`src/rtl/serial_adder_pkg.sv`:
```
// Shared types and constants for the nibble-serial adder controller.
// Optional subtract support is enabled by defining SERIAL_ADDER_SUB_EN.
package serial_adder_pkg;

   // Width of the time-shared ripple-carry slice.
   localparam int SLICE_W = 4;

   // Controller states: waiting for operands, adding nibbles, holding result.
   typedef enum logic [1:0] {
      IDLE = 2'd0,
      RUN  = 2'd1,
      DONE = 2'd2
   } state_t;

   // Number of slice passes needed for an operand of the given width.
   function automatic int nibbles(input int width);
      return width / SLICE_W;
   endfunction

endpackage

```
`src/rtl/serial_adder_ctrl_slice.sv`:
```
// Purely combinational 4-bit ripple-carry adder slice.
// Kept generic so other serial datapaths can reuse it.
module adder4_slice
   import serial_adder_pkg::*;
(
   input  logic [SLICE_W-1:0] a,
   input  logic [SLICE_W-1:0] b,
   input  logic               ci,
   output logic [SLICE_W-1:0] s,
   output logic               co
);

   logic [SLICE_W:0] c;

   // Ripple the carry bit by bit through the slice.
   always_comb begin
      // NOTE: every variable written here gets a value on every pass, so no latch is inferred.
      c    = '0;
      s    = '0;
      c[0] = ci;
      for (int i = 0; i < SLICE_W; i++) begin
         s[i]   = a[i] ^ b[i] ^ c[i];
         c[i+1] = (a[i] & b[i]) | (c[i] & (a[i] ^ b[i]));
      end
   end

   assign co = c[SLICE_W];

endmodule

```
`src/rtl/serial_adder_ctrl.sv`:
```
// Nibble-serial WIDTH-bit adder controller: accepts operands over valid/ready,
// adds them one nibble per cycle (LSB first) through a single 4-bit slice and
// presents the result over valid/ready. WIDTH must be a multiple of 4 and >= 8.
// Define SERIAL_ADDER_SUB_EN to add the in_sub port (A - B when in_sub=1).
module serial_adder_ctrl
   import serial_adder_pkg::*;
#(
   parameter int WIDTH = 16
) (
   input  logic             clk,
   input  logic             rst_n,
   input  logic             in_valid,
   output logic             in_ready,
   input  logic [WIDTH-1:0] in_a,
   input  logic [WIDTH-1:0] in_b,
   input  logic             in_cin,
`ifdef SERIAL_ADDER_SUB_EN
   input  logic             in_sub,
`endif
   output logic             out_valid,
   input  logic             out_ready,
   output logic [WIDTH-1:0] out_sum,
   output logic             out_cout,
   output logic             out_ovf,
   output logic             busy
);

   localparam int NIB   = nibbles(WIDTH);
   localparam int CNT_W = (NIB > 1) ? $clog2(NIB) : 1;

   state_t               state, state_nxt;
   logic [WIDTH-1:0]     a_reg, b_reg, sum_reg;
   logic                 carry_reg, cout_reg, ovf_reg;
   logic [CNT_W-1:0]     cnt;
   logic [WIDTH-1:0]     b_in_eff;
   logic                 cin_in_eff;
   logic [SLICE_W-1:0]   slice_a, slice_b, slice_s;
   logic                 slice_co;
   logic                 last;

   // Operand B and carry-in as they will be latched at accept time.
`ifdef SERIAL_ADDER_SUB_EN
   assign b_in_eff   = in_sub ? ~in_b : in_b;
   assign cin_in_eff = in_sub ? 1'b1  : in_cin;
`else
   assign b_in_eff   = in_b;
   assign cin_in_eff = in_cin;
`endif

   assign last    = (cnt == CNT_W'(NIB - 1));
   assign slice_a = a_reg[int'(cnt) * SLICE_W +: SLICE_W];
   assign slice_b = b_reg[int'(cnt) * SLICE_W +: SLICE_W];

   adder4_slice u_slice (
      .a  (slice_a),
      .b  (slice_b),
      .ci (carry_reg),
      .s  (slice_s),
      .co (slice_co)
   );

   // State register.
   always_ff @(posedge clk or negedge rst_n) begin
      // NOTE: sequential state uses non-blocking assignments so all flops update together.
      if (!rst_n) state <= IDLE;
      else        state <= state_nxt;
   end

   // Next-state decode: accept, count nibbles, wait for the consumer.
   always_comb begin
      state_nxt = state;
      case (state)
         IDLE:    if (in_valid)  state_nxt = RUN;
         RUN:     if (last)      state_nxt = DONE;
         DONE:    if (out_ready) state_nxt = IDLE;
         default:                state_nxt = IDLE;
      endcase
   end

   // Handshake outputs decoded from the state register only.
   always_comb begin
      in_ready  = (state == IDLE);
      out_valid = (state == DONE);
      busy      = (state != IDLE);
   end

   // Operand capture, nibble stepping and result assembly.
   always_ff @(posedge clk or negedge rst_n) begin
      if (!rst_n) begin
         a_reg     <= '0;
         b_reg     <= '0;
         sum_reg   <= '0;
         carry_reg <= 1'b0;
         cout_reg  <= 1'b0;
         ovf_reg   <= 1'b0;
         cnt       <= '0;
      end else begin
         case (state)
            IDLE: begin
               if (in_valid) begin
                  a_reg     <= in_a;
                  b_reg     <= b_in_eff;
                  carry_reg <= cin_in_eff;
                  cnt       <= '0;
               end
            end
            RUN: begin
               sum_reg   <= {slice_s, sum_reg[WIDTH-1:SLICE_W]};
               carry_reg <= slice_co;
               cnt       <= cnt + 1'b1;
               // The top nibble carries the sign bits used for overflow.
               if (last) begin
                  cout_reg <= slice_co;
                  ovf_reg  <= (a_reg[WIDTH-1] == b_reg[WIDTH-1]) &&
                              (slice_s[SLICE_W-1] != a_reg[WIDTH-1]);
               end
            end
            default: ;
         endcase
      end
   end

   assign out_sum  = sum_reg;
   assign out_cout = cout_reg;
   assign out_ovf  = ovf_reg;

endmodule

```
`config.mk`:
```
export PLATFORM = sky130hd
export DESIGN_NAME = serial_adder_ctrl
export DESIGN_NICKNAME = d
export VERILOG_FILES = /design/src/rtl/serial_adder_pkg.sv /design/src/rtl/serial_adder_ctrl_slice.sv /design/src/rtl/serial_adder_ctrl.sv
export SDC_FILE = /design/constraint.sdc
export NUM_CORES = 1
export LEC_CHECK = 0
export ABC_AREA = 1
export CORE_UTILIZATION = 54
export CTS_CLUSTER_DIAMETER = 100
export DETAILED_ROUTE_END_ITERATION = 12
export GPL_TIMING_DRIVEN = 0
export PLACE_DENSITY_LB_ADDON = 0.05
export SLEW_MARGIN = 20
export SYNTH_ARGS = -nofsm -noshare
export SYNTH_HDL_FRONTEND = slang
export SYNTH_SLANG_ARGS = --single-unit
```
`constraint.sdc`:
```
create_clock -name clk -period 6.5 [get_ports clk]
set_input_delay 0.65 -clock clk [delete_from_list [all_inputs] [get_ports clk]]
set_output_delay 0.65 -clock clk [all_outputs]
set_load 0.01 [all_outputs]
```
### Word-level counts from Yosys, hierarchy flattened

Index checks and enable logic that the tools add are counted.

* register bits after elaboration: 55

* bitwise gates (word level): 20
* reduce and logical (&&, ||, !) cells: 8
* equality and inequality tests: 8
* mux-type cells: 8
* $add $sub $neg: 1
* shifts and indexed selects: 2

Operator list (count)
* variable part select 16 x 5 -> 4 bit: 2
* AND 1 bit: 8
* two-way mux 2 bit: 4
* XOR 1 bit: 8
* case mux 2 bit (3 select lines): 1
* AND reduction 2 bit: 3
* equality test 2 bit, second input constant: 2
* != test 2 bit, second input constant: 2
* OR 1 bit: 4
* case mux 2 bit (2 select lines): 1
* nonzero test 2 bit: 2
* AND reduction 3 bit: 1
* adder 2 x 1 -> 2 bit, second input constant: 1
* equality test 2 x 1 -> 1 bit, second input constant: 1
* logical NOT 2 bit: 1
* != test 2 x 1 -> 1 bit, second input constant: 1
* case mux 1 bit (2 select lines): 1
* equality test 1 bit: 1
* logical AND 1 bit: 1
* two-way mux 1 bit: 1
* != test 1 bit: 1

### Longest topological paths before layout

* depth after elaboration: 11
* mapped depth: 17
* gate-level depth less buffers: 16

### Cells and area by module

Synthesis repeated with hierarchy kept, for this count alone.

* cells, all modules: 314
* area, all modules: 2627.5 um^2

Modules (own cells, without submodules)
* serial_adder_ctrl: cells each 300, instances 1, area each 2509.9 um^2, seq. area each 1376.3 um^2
* adder4_slice: cells each 14, instances 1, area each 117.6 um^2, seq. area each 0.0 um^2

### Worst setup path after synthesis

Ideal clock, no wire load.

* path kind: register -> register
* start: reg cnt[0]
* end: reg ovf_reg (netlist: out_ovf)
* data arrival time: 2.567 ns
* data required time: 6.384 ns
* slack: 3.816 ns
* cell stages (with the launch flop): 16
* buffers on the path: 1
* period minus slack after synthesis: 2.684 ns
* cell sequence: dfrtp_1 > inv_1 > clkbuf_1 > o21ai_0 > nand2_1 > fa_1 > inv_1 > fa_1 > inv_1 > fa_1 > inv_1 > fa_1 > nand3_1 > nand2_1 > nand2_1 > nand2_1

* cells in the longest elaborated chain, start to end: 11
* elaborated cells between the ends (all ways): 20
* classes of those cells: eq/ne: 2; shift: 2; bitwise: 14; reduce/logical: 2

RTL lines
* start, declared: RTL line serial_adder_ctrl.sv:34 `logic [CNT_W-1:0] cnt;`
* start signal, assigned: RTL line serial_adder_ctrl.sv:110 `cnt <= cnt + 1'b1;`
* variable part select 16 x 5 -> 4 bit, on equally long branches: RTL line serial_adder_ctrl.sv:51, serial_adder_ctrl.sv:52
* XOR 1 bit: RTL line serial_adder_ctrl_slice.sv:23 `c[i+1] = (a[i] & b[i]) | (c[i] & (a[i] ^ b[i]));`
* AND 1 bit: RTL line serial_adder_ctrl_slice.sv:23
* OR 1 bit: RTL line serial_adder_ctrl_slice.sv:23
* AND 1 bit: RTL line serial_adder_ctrl_slice.sv:23
* OR 1 bit: RTL line serial_adder_ctrl_slice.sv:23
* AND 1 bit: RTL line serial_adder_ctrl_slice.sv:23
* OR 1 bit: RTL line serial_adder_ctrl_slice.sv:23
* XOR 1 bit: RTL line serial_adder_ctrl_slice.sv:22 `s[i] = a[i] ^ b[i] ^ c[i];`
* != test 1 bit: RTL line serial_adder_ctrl.sv:115 `(slice_s[SLICE_W-1] != a_reg[WIDTH-1]);`
* logical AND 1 bit: RTL line serial_adder_ctrl.sv:114 `ovf_reg <= (a_reg[WIDTH-1] == b_reg[WIDTH-1]) &&`
* end signal, assigned: RTL line serial_adder_ctrl.sv:114
* end, declared: RTL line serial_adder_ctrl.sv:33 `logic carry_reg, cout_reg, ovf_reg;`

Parallel ways exist; a longest one is shown, timed or not.
A chain may end at the register's enable or synchronous reset.

### Worst setup path in the final report

Same ends and word-level chain as after synthesis.

==> out/metrics.cfg <==
[run_status]
status=finished, violations left
violations=design-rule violations

[die]
dieArea_sq_mm=0.00498
start_util_pct=57.2
dieHeight_um=70.6
core-area_sq_mm=0.00444
die_width_um=70.6
rows=24
io_pins=58

[timing]
worst_pin_slew_ns=0.674
finalSetupViolations=0
fmax_mhz=323
whs_ns=0.372
min_period_over_period_pct=47.6
fin_crit_ns=3.09
grt_setup_unrepaired=false
finalSetupTns_ns=0
slew_headroom_pct=55.0
slew_viol_final=0
hold_viol_final=0
skew_ns=0.00891

[synth]
syn_avg_cell_area_sq_um=8.14
synth.cell_area_sq_mm=0.00254
ys_seq_elements=55
syn_inst=312
yosysSeqAreaShare_pct=54.2
yosys_warnings=0
synthDistinctLibCells=15
synth_nets=354

[place]
io_buffer_count=56
dp.final_hpwl_mm=4.05
gp_routability_congestion=0.829

[cts]
clk_path_buf_depth=2
holdBufCountCts=0
insertion_delay_ns=0.31
cts_tree=built
post_cts_buffers=0
ctsResizeCount=0
cts_num_sinks=55
cts_root_buf=clkbuf_8
h-tree-depth=2
cts_buffers=5
cts.clk_slew.worst_paths_ns=0.09

[finish]
drive_gt1_share_pct=6.65
synthToLayoutAreaGrowth_pct=29.1
antennaDiodeCount=0
nNetsFinal=417

[power_and_ir_drop]
ir_drop_v=0.000210
power_density_mw_per_mm2=508
p_leak_nw=1.65

[critical_path]
r2r_start=cnt[0]$_DFFE_PN0P_
crit_path_max_fanout=10
rr_worst_depth=15
worstSetupPathType=reg -> reg
arrival_ns=3.30
worstPathRequired_ns=6.71
startpoint=cnt[0]$_DFFE_PN0P_
worst_setup_path_start_kind=register
crit_path_end_kind=register

[grt]
grt-ovfl-total=0
grt_max_degree=56
grt.total_usage_pct=25.0
grt_pass1_vias=2183
grt_pass1_wl_mm=9.69
antenna_found_initial=0

[drt]
wl_per_cell_um=13.0
first_pass_iters=8
drt_first_iter_violations=142
drcViolationCount=5
drtAntennaViolNets=0
num_vias=2221
drt-total-wl_mm=5.58
viasPerCell=5.19

[job]
max-cap-violations=0

[hold_path]
hp-class=in -> async

-- cell usage after synthesis --
cell | instances | area share [%]
nand3_1 | 43 | 8.5
nor2_1 | 11 | 1.6
buf_2 | 8 | 1.6
nand2_2 | 2 | 0.49
inv_1 | 20 | 3.0
fa_1 | 4 | 3.2
ha_1 | 1 | 0.49
nand2_1 | 131 | 19
inv_2 | 1 | 0.15
nor2_4 | 1 | 0.44
o21ai_0 | 25 | 4.9
dfrtp_1 | 55 | 54
buf_4 | 4 | 1.2
o31ai_1 | 1 | 0.30
clkbuf_1 | 5 | 0.74
-- worst max-delay path, stage by stage, from the launching register on --
cell and delay (ns):
dfrtp_1 0.46, inv_1 0.10, clkbuf_1 0.24, o21ai_0 0.24, nand2_1 0.10, fa_1 0.36, inv_1 0.08, fa_1 0.17
inv_1 0.05, fa_1 0.37, inv_1 0.09, fa_1 0.45, nand3_1 0.10, nand2_1 0.08, nand2_1 0.06, nand2_1 0.05
-- routing by layer --
layer	GRT usage (%)	wire, um	vias up
met1	31.0	2470	1064
met4	7.56	68	0
li1	-	-	1105
met2	44.9	2840	46
met5	0	0	-
met3	4.70	203	6
-- cell families (layout without fill, tap and decap cells) --
kind of cell               count (synthesis)  after routing  synth area share [%]
AOI/OAI and AO/OA                         26             26                  5.22
DFF                                       55             55                  54.2
adders and majority gates                  5              5                  3.64
buffers and inverters                     38            102                  6.60
and+or+nand+nor                          188            188                  30.4
-- final cells by class --
cell class / instances / area [sq um]
clock inverters: 2 / 35.0
fillers: 385 / 1160
plain buffers: 17 / 88.8
well taps: 52 / 65.1
flip-flops and latches: 55 / 1380
inverters: 21 / 78.8
multi-input cells: 219 / 997
clock buffers: 6 / 82.6
repair buffers: 56 / 558
-- cell usage in the layout, fill, tap and decap left out, drive strengths merged --
master and instances:
buf 13, clkdlybuf4s50 55, nand3 43, clkinv 1, fa 4, o21ai 25
nor2 12, clkbuf 11, bufinv 1, inv 21, o31ai 1, dfrtp 55
nand2 133, ha 1
-- report_power, final --
part | switching (W) | internal (W) | leakage, nW
Clock | 0.000110 | 0.000125 | 0.0612
Combinational | 0.000476 | 0.000347 | 0.903
Sequential | 0.000106 | 0.000505 | 0.687
-- final timing paths --
| kind | to | slack (ns) |
|---|---|---|
| worst max register to register | out_ovf$_DFFE_PN0P_ | 3.41 |
| min in group clk | b_reg[6]$_DFFE_PN0P_ | 0.48 |
| worst min register to register | b_reg[6]$_DFFE_PN0P_ | 0.48 |
| worst min-delay path | out_cout$_DFFE_PN0P_ | 0.37 |
| worst max-delay path | out_ovf$_DFFE_PN0P_ | 3.41 |
| max in group asynchronous | b_reg[14]$_DFFE_PN0P_ | 5.68 |
-- per-stage QoR --
step	setup slack (ns)	util, %	power, W	area, sq um	cells
global placement	3.15	71.3	0.00140	3170	420
floorplan	3.82	-	0.00112	2540	312
global route	3.16	73.8	0.00182	3280	428
CTS	3.41	73.8	0.00168	3280	428
finish	3.41	73.8	0.00167	3280	428
detailed placement	3.44	71.2	0.00144	3160	420
(Power assumes the default switching activity.)
